**config.mk**
```make
export PLATFORM = sky130hd
export DESIGN_NAME = qspi_pmod_ctrl_flat
export DESIGN_NICKNAME = d
export VERILOG_FILES = /design/src/rtl/qspi_pmod_ctrl_if.sv /design/src/rtl/qspi_pmod_ctrl.sv /design/src/flat_wrapper.sv
export SDC_FILE = /design/constraint.sdc
export NUM_CORES = 1
export LEC_CHECK = 0
export CAP_MARGIN = 20
export CORE_MARGIN = 4
export CORE_UTILIZATION = 35
export DETAILED_ROUTE_END_ITERATION = 10
export PLACE_DENSITY = 0.61
export SLEW_MARGIN = 40
export SYNTH_ARGS = -nofsm -noshare
export SYNTH_HDL_FRONTEND = slang
export SYNTH_SLANG_ARGS = --single-unit
```
**constraint.sdc**
```tcl
create_clock -name clk -period 5.9 [get_ports clk]
set_clock_uncertainty 0.15 [all_clocks]
set_input_delay 1.18 -clock clk [delete_from_list [all_inputs] [get_ports clk]]
set_output_delay 1.18 -clock clk [all_outputs]
set_load 0.01 [all_outputs]
```
**src/rtl/qspi_pmod_ctrl_if.sv**
```systemverilog
// qspi_pmod_ctrl_if: CPU-side request/response bundle for the QSPI PMOD controller
interface qspi_pmod_ctrl_if;
  logic [24:0] addr_in;
  logic [1:0]  len_in;
  logic        write_in;
  logic [31:0] wdata_in;
  logic        start;
  logic        start_ready;
  logic [31:0] rdata;
  logic        done;
  logic        error;
  modport master (output addr_in, len_in, write_in, wdata_in, start,
                  input  start_ready, rdata, done, error);
  modport slave  (input  addr_in, len_in, write_in, wdata_in, start,
                  output start_ready, rdata, done, error);
endinterface

```
**src/rtl/qspi_pmod_ctrl.sv**
```systemverilog
// qspi_pmod_ctrl: quad-mode EB read / 38 write master for the flash + 2 RAM PMOD
module qspi_pmod_ctrl #(
  parameter int DUMMY_CLKS = 6
) (
  input  logic             clk,
  input  logic             rst,
  qspi_pmod_ctrl_if.slave  bus,
  input  logic [3:0]       qspi_data_in,
  output logic [3:0]       qspi_data_out,
  output logic [3:0]       qspi_data_oe,
  output logic             qspi_clk_out,
  output logic             qspi_flash_select,
  output logic             qspi_ram_a_select,
  output logic             qspi_ram_b_select
);
  typedef enum logic [2:0] {IDLE, CMD, ADDR, DUMMY, RDATA, WDATA, END} state_t;
  state_t      state_q, state_d;
  logic [4:0]  cnt_q, cnt_d;
  logic        ph_q, ph_d;
  logic [31:0] sh_q, sh_d;
  logic [24:0] addr_q;
  logic [1:0]  len_q;
  logic        wr_q, err_q;
  logic [31:0] wdata_q, rdata_q;
  logic [5:0]  lim;
  logic        last, act;
  logic [4:0]  idx, aidx;
  logic [7:0]  cmd;
  // Per-state SPI clock budget and nibble positions derived from the clock index
  always_comb begin
    cmd  = wr_q ? 8'h38 : 8'hEB;
    lim  = state_q == CMD ? 6'd8 : state_q == ADDR ? 6'd6 : state_q == DUMMY ? 6'(DUMMY_CLKS)
         : ({4'd0, len_q} + 6'd1) << 1;
    last = {1'b0, cnt_q} == lim - 6'd1;
    idx  = {cnt_q[2:1], ~cnt_q[0], 2'b00};
    aidx = 5'd20 - {cnt_q[2:0], 2'b00};
    act  = state_q inside {CMD, ADDR, DUMMY, RDATA, WDATA};
  end
  // Next state: low phase -> high phase samples data, high phase -> low advances the clock index
  always_comb begin
    state_d = state_q;
    cnt_d   = cnt_q;
    ph_d    = ph_q;
    sh_d    = sh_q;
    case (state_q)
      IDLE: if (bus.start) begin
        if (bus.write_in && !bus.addr_in[24]) state_d = END;
        else state_d = CMD;
        cnt_d = '0;
        ph_d  = 1'b0;
        sh_d  = '0;
      end
      END: state_d = IDLE;
      default: if (!ph_q) begin
        ph_d = 1'b1;
        if (state_q == RDATA) sh_d[idx +: 4] = qspi_data_in;
      end else begin
        ph_d  = 1'b0;
        cnt_d = last ? '0 : cnt_q + 5'd1;
        if (last) begin
          case (state_q)
            CMD: state_d = ADDR;
            ADDR: if (wr_q) state_d = WDATA;
                  else if (DUMMY_CLKS == 0) state_d = RDATA;
                  else state_d = DUMMY;
            DUMMY: state_d = RDATA;
            default: state_d = END;
          endcase
        end
      end
    endcase
  end
  // State, request latch on acceptance, and read result capture on entry to END
  always_ff @(posedge clk or posedge rst) begin
    if (rst) begin
      state_q <= IDLE;
      cnt_q   <= '0;
      ph_q    <= 1'b0;
      sh_q    <= '0;
      addr_q  <= '0;
      len_q   <= '0;
      wr_q    <= 1'b0;
      wdata_q <= '0;
      err_q   <= 1'b0;
      rdata_q <= '0;
    end else begin
      state_q <= state_d;
      cnt_q   <= cnt_d;
      ph_q    <= ph_d;
      sh_q    <= sh_d;
      if (state_q == IDLE && bus.start) begin
        addr_q  <= bus.addr_in;
        len_q   <= bus.len_in;
        wr_q    <= bus.write_in;
        wdata_q <= bus.wdata_in;
        err_q   <= bus.write_in && !bus.addr_in[24];
      end
      if (state_q == RDATA && state_d == END) rdata_q <= sh_q;
    end
  end
  // Bus pins and CPU response decoded from registered state
  always_comb begin
    qspi_clk_out      = ph_q;
    qspi_flash_select = !(act && !addr_q[24]);
    qspi_ram_a_select = !(act && addr_q[24] && !addr_q[23]);
    qspi_ram_b_select = !(act && addr_q[24] && addr_q[23]);
    qspi_data_oe      = state_q == CMD ? 4'b0001 : (state_q == ADDR || state_q == WDATA) ? 4'b1111 : 4'b0000;
    qspi_data_out     = state_q == CMD ? {3'b000, cmd[3'd7 - cnt_q[2:0]]}
                      : state_q == ADDR ? addr_q[aidx +: 4]
                      : state_q == WDATA ? wdata_q[idx +: 4] : 4'h0;
    bus.start_ready   = state_q == IDLE;
    bus.done          = state_q == END;
    bus.error         = state_q == END && err_q;
    bus.rdata         = rdata_q;
  end
endmodule

```
**src/flat_wrapper.sv**
```systemverilog
// flat-port wrapper written by rule: the top's interface ports become plain ports
module qspi_pmod_ctrl_flat 
#(
  parameter int DUMMY_CLKS = 6
)
  (clk, rst, qspi_data_in, qspi_data_out, qspi_data_oe, qspi_clk_out, qspi_flash_select, qspi_ram_a_select, qspi_ram_b_select, bus_addr_in, bus_len_in, bus_write_in, bus_wdata_in, bus_start, bus_start_ready, bus_rdata, bus_done, bus_error);
  qspi_pmod_ctrl_if bus_i ();
  input  logic clk;
  input  logic rst;
  input  logic [3:0] qspi_data_in;
  output logic [3:0] qspi_data_out;
  output logic [3:0] qspi_data_oe;
  output logic qspi_clk_out;
  output logic qspi_flash_select;
  output logic qspi_ram_a_select;
  output logic qspi_ram_b_select;
  input wire logic [$bits(bus_i.addr_in)-1:0] bus_addr_in;
  input wire logic [$bits(bus_i.len_in)-1:0] bus_len_in;
  input wire logic [$bits(bus_i.write_in)-1:0] bus_write_in;
  input wire logic [$bits(bus_i.wdata_in)-1:0] bus_wdata_in;
  input wire logic [$bits(bus_i.start)-1:0] bus_start;
  output wire logic [$bits(bus_i.start_ready)-1:0] bus_start_ready;
  output wire logic [$bits(bus_i.rdata)-1:0] bus_rdata;
  output wire logic [$bits(bus_i.done)-1:0] bus_done;
  output wire logic [$bits(bus_i.error)-1:0] bus_error;
  assign bus_i.addr_in = bus_addr_in;
  assign bus_i.len_in = bus_len_in;
  assign bus_i.write_in = bus_write_in;
  assign bus_i.wdata_in = bus_wdata_in;
  assign bus_i.start = bus_start;
  assign bus_start_ready = bus_i.start_ready;
  assign bus_rdata = bus_i.rdata;
  assign bus_done = bus_i.done;
  assign bus_error = bus_i.error;
  qspi_pmod_ctrl #(.DUMMY_CLKS(DUMMY_CLKS)) u_core (.clk(clk), .rst(rst), .bus(bus_i), .qspi_data_in(qspi_data_in), .qspi_data_out(qspi_data_out), .qspi_data_oe(qspi_data_oe), .qspi_clk_out(qspi_clk_out), .qspi_flash_select(qspi_flash_select), .qspi_ram_a_select(qspi_ram_a_select), .qspi_ram_b_select(qspi_ram_b_select));
endmodule
```
After elaboration in Yosys (flattened, before gate mapping)
Index checks and enable logic that the tools add are counted.
{"block": "totals", "out_inout_bits": 47, "regBits": 134, "wordCells": 85, "inputBits": 67}
{"block": "op_classes", "n_shift": 4, "order_cmp": 1, "reduce_logical": 22, "n_mux": 30, "n_bitwise": 2, "add_sub_neg": 6, "n_eq_ne": 10}
{"cell": "32-bit 2-to-1 mux", "count": 3}
{"cell": "32-bit one-hot mux with 2 select lines", "count": 1}
{"cell": "32-bit bitwise mux", "count": 1}
{"cell": "4-bit by 7-bit variable shift with 32-bit output, first input constant", "count": 1}
{"cell": "32-bit by 6-bit indexed part select with 4-bit output", "count": 1}
{"cell": "4-bit by 7-bit indexed part select with 32-bit output", "count": 1}
{"cell": "25-bit by 6-bit indexed part select with 4-bit output", "count": 1}
{"cell": "4-bit 2-to-1 mux", "count": 5}
{"cell": "6-bit 2-to-1 mux", "count": 3}
{"cell": "3-bit 2-to-1 mux", "count": 5}
{"cell": "5-bit 2-to-1 mux", "count": 3}
{"cell": "3-bit == test, second input constant", "count": 4}
{"cell": "5-bit one-hot mux with 2 select lines", "count": 1}
{"cell": "3-bit one-hot mux with 3 select lines", "count": 1}
{"cell": "1-bit logical AND", "count": 8}
{"cell": "8-bit 2-to-1 mux", "count": 1}
{"cell": "5-bit negator with 7-bit output", "count": 1}
{"cell": "3-bit by 2-bit == test with 1-bit output, second input constant", "count": 2}
{"cell": "5-bit by 6-bit == test with 1-bit output", "count": 1}
{"cell": "1-bit zero test", "count": 6}
{"cell": "3-bit one-hot mux with 2 select lines", "count": 1}
{"cell": "6-bit by 1-bit subtractor with 6-bit output, second input constant", "count": 1}
{"cell": "5-bit by 1-bit adder with 5-bit output, second input constant", "count": 1}
{"cell": "5-bit nonzero test", "count": 1}
{"cell": "other kinds (16)", "count": 21}

Depth between registers and ports, before layout
{"block": "depth", "depth_word": 11, "ltp_mapped": 12, "mapped_depth_nobuf": 10}

Worst setup path after synthesis
No wires, ideal clock.
{"block": "synth_timing", "kind": "register to output", "startpoint": "reg u_core.cnt_q[2]", "endpoint": "out qspi_data_out[0]", "t_required_ns": 4.570, "path_buffers": 2, "t_arrival_ns": 1.891, "path_stages_with_launch": 10, "slack_ns": 2.679, "path_cell_list": "dfrtp_1 > buf_4 > clkinv_1 > ha_1 > clkbuf_1 > mux2_2 > nand2_1 > o211ai_1 > o21ai_0 > o22ai_1"}
{"block": "synth_between", "elab_chain_len": 4, "word_cells_on_any_way": 9, "cone_classes": "add/sub: 2; shift: 2; mux: 5"}
{"element": "start, declared", "line_no": "qspi_pmod_ctrl.sv:18", "rtl": "logic [4:0] cnt_q, cnt_d;"}
{"element": "start signal, assigned", "line_no": "qspi_pmod_ctrl.sv:88", "rtl": "cnt_q <= cnt_d;"}
{"element": "5-bit subtractor, or another cell as far along", "line_no": "qspi_pmod_ctrl.sv:36", "rtl": "aidx = 5'd20 - {cnt_q[2:0], 2'b00};"}
{"element": "25-bit by 6-bit indexed part select with 4-bit output, or another cell as far along", "line_no": "qspi_pmod_ctrl.sv:109", "rtl": ": state_q == ADDR ? addr_q[aidx +: 4]"}
{"element": "4-bit 2-to-1 mux / 1-bit 2-to-1 mux (equally long branches)", "line_no": "qspi_pmod_ctrl.sv:109, qspi_pmod_ctrl.sv:108"}
{"element": "4-bit 2-to-1 mux (*)", "line_no": "qspi_pmod_ctrl.sv:108", "rtl": "qspi_data_out = state_q == CMD ? {3'b000, cmd[3'd7 - cnt_q[2:0]]}"}
{"element": "end, declared", "line_no": "flat_wrapper.sv:11", "rtl": "output logic [3:0] qspi_data_out;"}
Every way passes the cells marked *; elsewhere a longest branch is shown, timed or not. The select of a mux whose other input is x is not followed.

Final worst setup path
{"block": "layout_timing", "startpoint": "reg u_core.cnt_q[1]", "endpoint": "out qspi_data_out[0]"}
Same word-level chain as after synthesis.

==> results.toml <==
[floorplanning]
row_count = 48
io_pins = 114
fp.coreArea_sq_um = 17400
die_w_um = 142
start_util_pct = 36.0
die_h_um = 142
die-area_sq_um = 20100

[clocking]
cts_resized = 0
cts_root_buf = "clkbuf_16"
cts.path.max_buffers = 2
cts-buffers-inserted = 17
cts_tree = "built"
path_clk_slew_ns = 0.05
post-cts-setup-buffer-count = 0
clk_latency_ns = 0.42
clock_sinks = 134
htreeDepth = 4
hold_buffers = 0

[global_route]
grt_usage_pct = 15.5
grt_max_degree = 64
antenna_found_initial = 1
overflow = 0
first_global_vias = 5020
grt_pass1_wl_um = 25100

[synthesis]
yosysWarnings = 0
synthArstFlopShare_pct = 100
synth.top_cells.by_count = "nand2_1, dfrtp_1, o21ai_0"
synth_cell_type_count = 49
synthTopCellsByArea = "dfrtp_1, nand2_1, mux2_4"
post-synth-top-count-cell = "nand2_1"
netlist_area_sq_um = 6280
synth_cells = 623
ys.flop_type = "dfrtp_1"
yosys.area.top_type_share_pct = 53.4
synth_edf_count = 0
synth.avg_cell_area_sq_um = 10.1
synth.largest_area_cell = "dfrtp_1"
syn_nets = 697
yosysSeqAreaShare_pct = 53.4
ys_seq_elements = 134

[sta]
period_minus_slack_ns = 4.66
worst_pin_slew_ns = 0.776
finalCritPeriodShare_pct = 79.0
fin_tns_setup_ns = 0
slew_headroom_pct = 48.2
setup_violations = 0
rsz0062_at_grt = "false"
fin_hold_ws_ns = 0.321
fmax_mhz = 215
maxSlewViolCount = 0
final_hold_viol_count = 0

[detailed_routing]
num_vias = 4744
final_antenna_net_count = 0
firstDrtPassIters = 5
drc = 0
wire_per_inst_um = 15.5
wirelength_um = 15000
drt_iter0_markers = 268
avgViaCountPerCell = 4.93

[place]
hpwl_um = 10800
gpl.final_weighted_congestion = 0.795
port_buffers = 113

[setup_path]
cp-start-kind = "flop"
worstSetupPathType = "reg -> out"
crit_fanout = 19
end_kind = "primary output"
slowest_delay_ns = 0.84
cp_cell_sequence = "inv_1 -> ha_1 -> mux2_2 -> nand2_1 -> o211ai_1 -> o21ai_0 -> o22ai_1 -> clkdlybuf4s50_1"
required_ns = 4.57
crit_arrival_ns = 3.33
cp_slowest_cell = "dfrtp_1"

[power]
cellLeakagePower_nw = 3.89
ir_drop_v = 0.000279
powerDensity_nw_per_um2 = 455

[status]
status = "finished clean"

[flow_run]
drv_cap = 0

[worst_hold_path]
worstHoldPathType = "reg -> reg"

[final_layout]
drive_above_1_share_pct = 12.2
final_nets = 799
syn_to_final_growth_pct = 30.5
antenna_cells = 0
[registers in the layout (all words and copies together) (netlist names)]
register             count
u_core.bus.rdata        32
u_core.sh_q             32
u_core.wdata_q          32
u_core.addr_q           25
u_core.cnt_q             5
u_core.state_q           3
u_core.len_q             2
u_core.err_q             1
u_core.qspi_clk_out      1
u_core.wr_q              1
[cell type report]
class | count | area, sq um
clock buffer | 24 | 492
clock inverter | 8 | 120
sequential | 134 | 3350
fill | 1603 | 9230
multi-input combinational | 444 | 2720
timing repair buffer | 117 | 1170
tap | 225 | 282
inverter | 11 | 43.8
[worst max-delay path: cells and delay by family, from the launching register on]
family                     cells  cell delay [ns]
muxes                          1             0.26
buffers and inverters          2             0.84
and+or+nand+nor                1             0.05
DFF                            1             0.84
AOI/OAI and AO/OA              3             0.46
adders and majority gates      1             0.46
[per-stage QoR]
| stage | std cells | area (sq um) | setup WS [ns] | utilization (%) | total power, mW |
|---|---|---|---|---|---|
| CTS | 962 | 8170 | 1.21 | 46.9 | 3.76 |
| global route | 963 | 8190 | 1.00 | 47.0 | 3.98 |
| global placement | 930 | 7540 | 1.73 | 43.3 | 2.62 |
| detailed placement | 930 | 7560 | 1.68 | 43.4 | 2.66 |
| floorplan | 623 | 6280 | 0.987 | - | 2.27 |
| finish | 963 | 8190 | 1.24 | 47.0 | 3.73 |
[placed cells by master (no fill, tap or decap), types with 2 or more instances in the layout]
cell             count
nand2_1            240
dfrtp_1            134
clkdlybuf4s50_1    113
o21ai_0             43
mux2_4              30
clkbuf_16           17
nor2_1              13
mux4_2              12
inv_1                8
nand2b_1             8
a21oi_1              8
ha_1                 7
nand3_1              6
mux2_2               6
nor3_1               5
mux2i_1              5
o22ai_1              5
xnor2_1              4
a32o_1               4
clkbuf_8             4
a31oi_1              3
o211ai_1             3
nor2b_1              3
or3_1                3
a211oi_1             3
a22oi_1              3
bufinv_16            3
clkinv_2             3
clkbuf_1             3
buf_4                3
clkinv_1             2
o31ai_1              2
nor3b_1              2
nor4_1               2
and2_1               2
o21ai_1              2
nand3b_1             2
nand4_1              2
clkinvlp_4           2
[power breakdown]
part	internal (mW)	total, mW	switching (mW)
Sequential	1.18	1.42	0.237
Clock	0.707	1.08	0.376
Combinational	0.575	1.23	0.650
Total	2.47	3.73	1.26
[worst paths after layout]
| path | slack, ns | to | start | depth (start not counted) |
|---|---|---|---|---|
| hold / removal | 0.32 | u_core.wdata_q[16] | u_core.wdata_q[16] | 2 |
| min in group asynchronous | 1.01 | u_core.bus.rdata[21] | rst | 2 |
| setup / recovery | 1.24 | qspi_data_out[0] | u_core.cnt_q[1] | 8 |
| setup reg to reg | 2.21 | u_core.bus.rdata[19] | u_core.state_q[2] | 11 |
| max in group asynchronous | 3.51 | u_core.bus.rdata[17] | rst | 3 |
| hold reg to reg | 0.32 | u_core.wdata_q[16] | u_core.wdata_q[16] | 2 |
[cells by family (layout without fill, tap and decap cells)]
group / count (synthesis) / in the layout / synth area share, %
compound gates: 81 / 81 / 7.68
xor+xnor: 5 / 5 / 0.698
fa+ha+maj: 7 / 7 / 1.40
buf+inv: 45 / 160 / 3.41
flops: 134 / 134 / 53.4
mux: 53 / 53 / 13.4
simple gates: 298 / 298 / 20.0
[metal layers]
metal | routed length (um) | global-route usage [%] | up-vias | part of all wire, %
met5 | 13 | 0 | - | 0.087
met4 | 158 | 4.19 | 2 | 1.1
met3 | 851 | 4.35 | 15 | 5.7
met2 | 7060 | 25.2 | 146 | 47
met1 | 6880 | 20.7 | 2281 | 46
li1 | - | - | 2300 | -
Power figures use the tool's default switching activity.
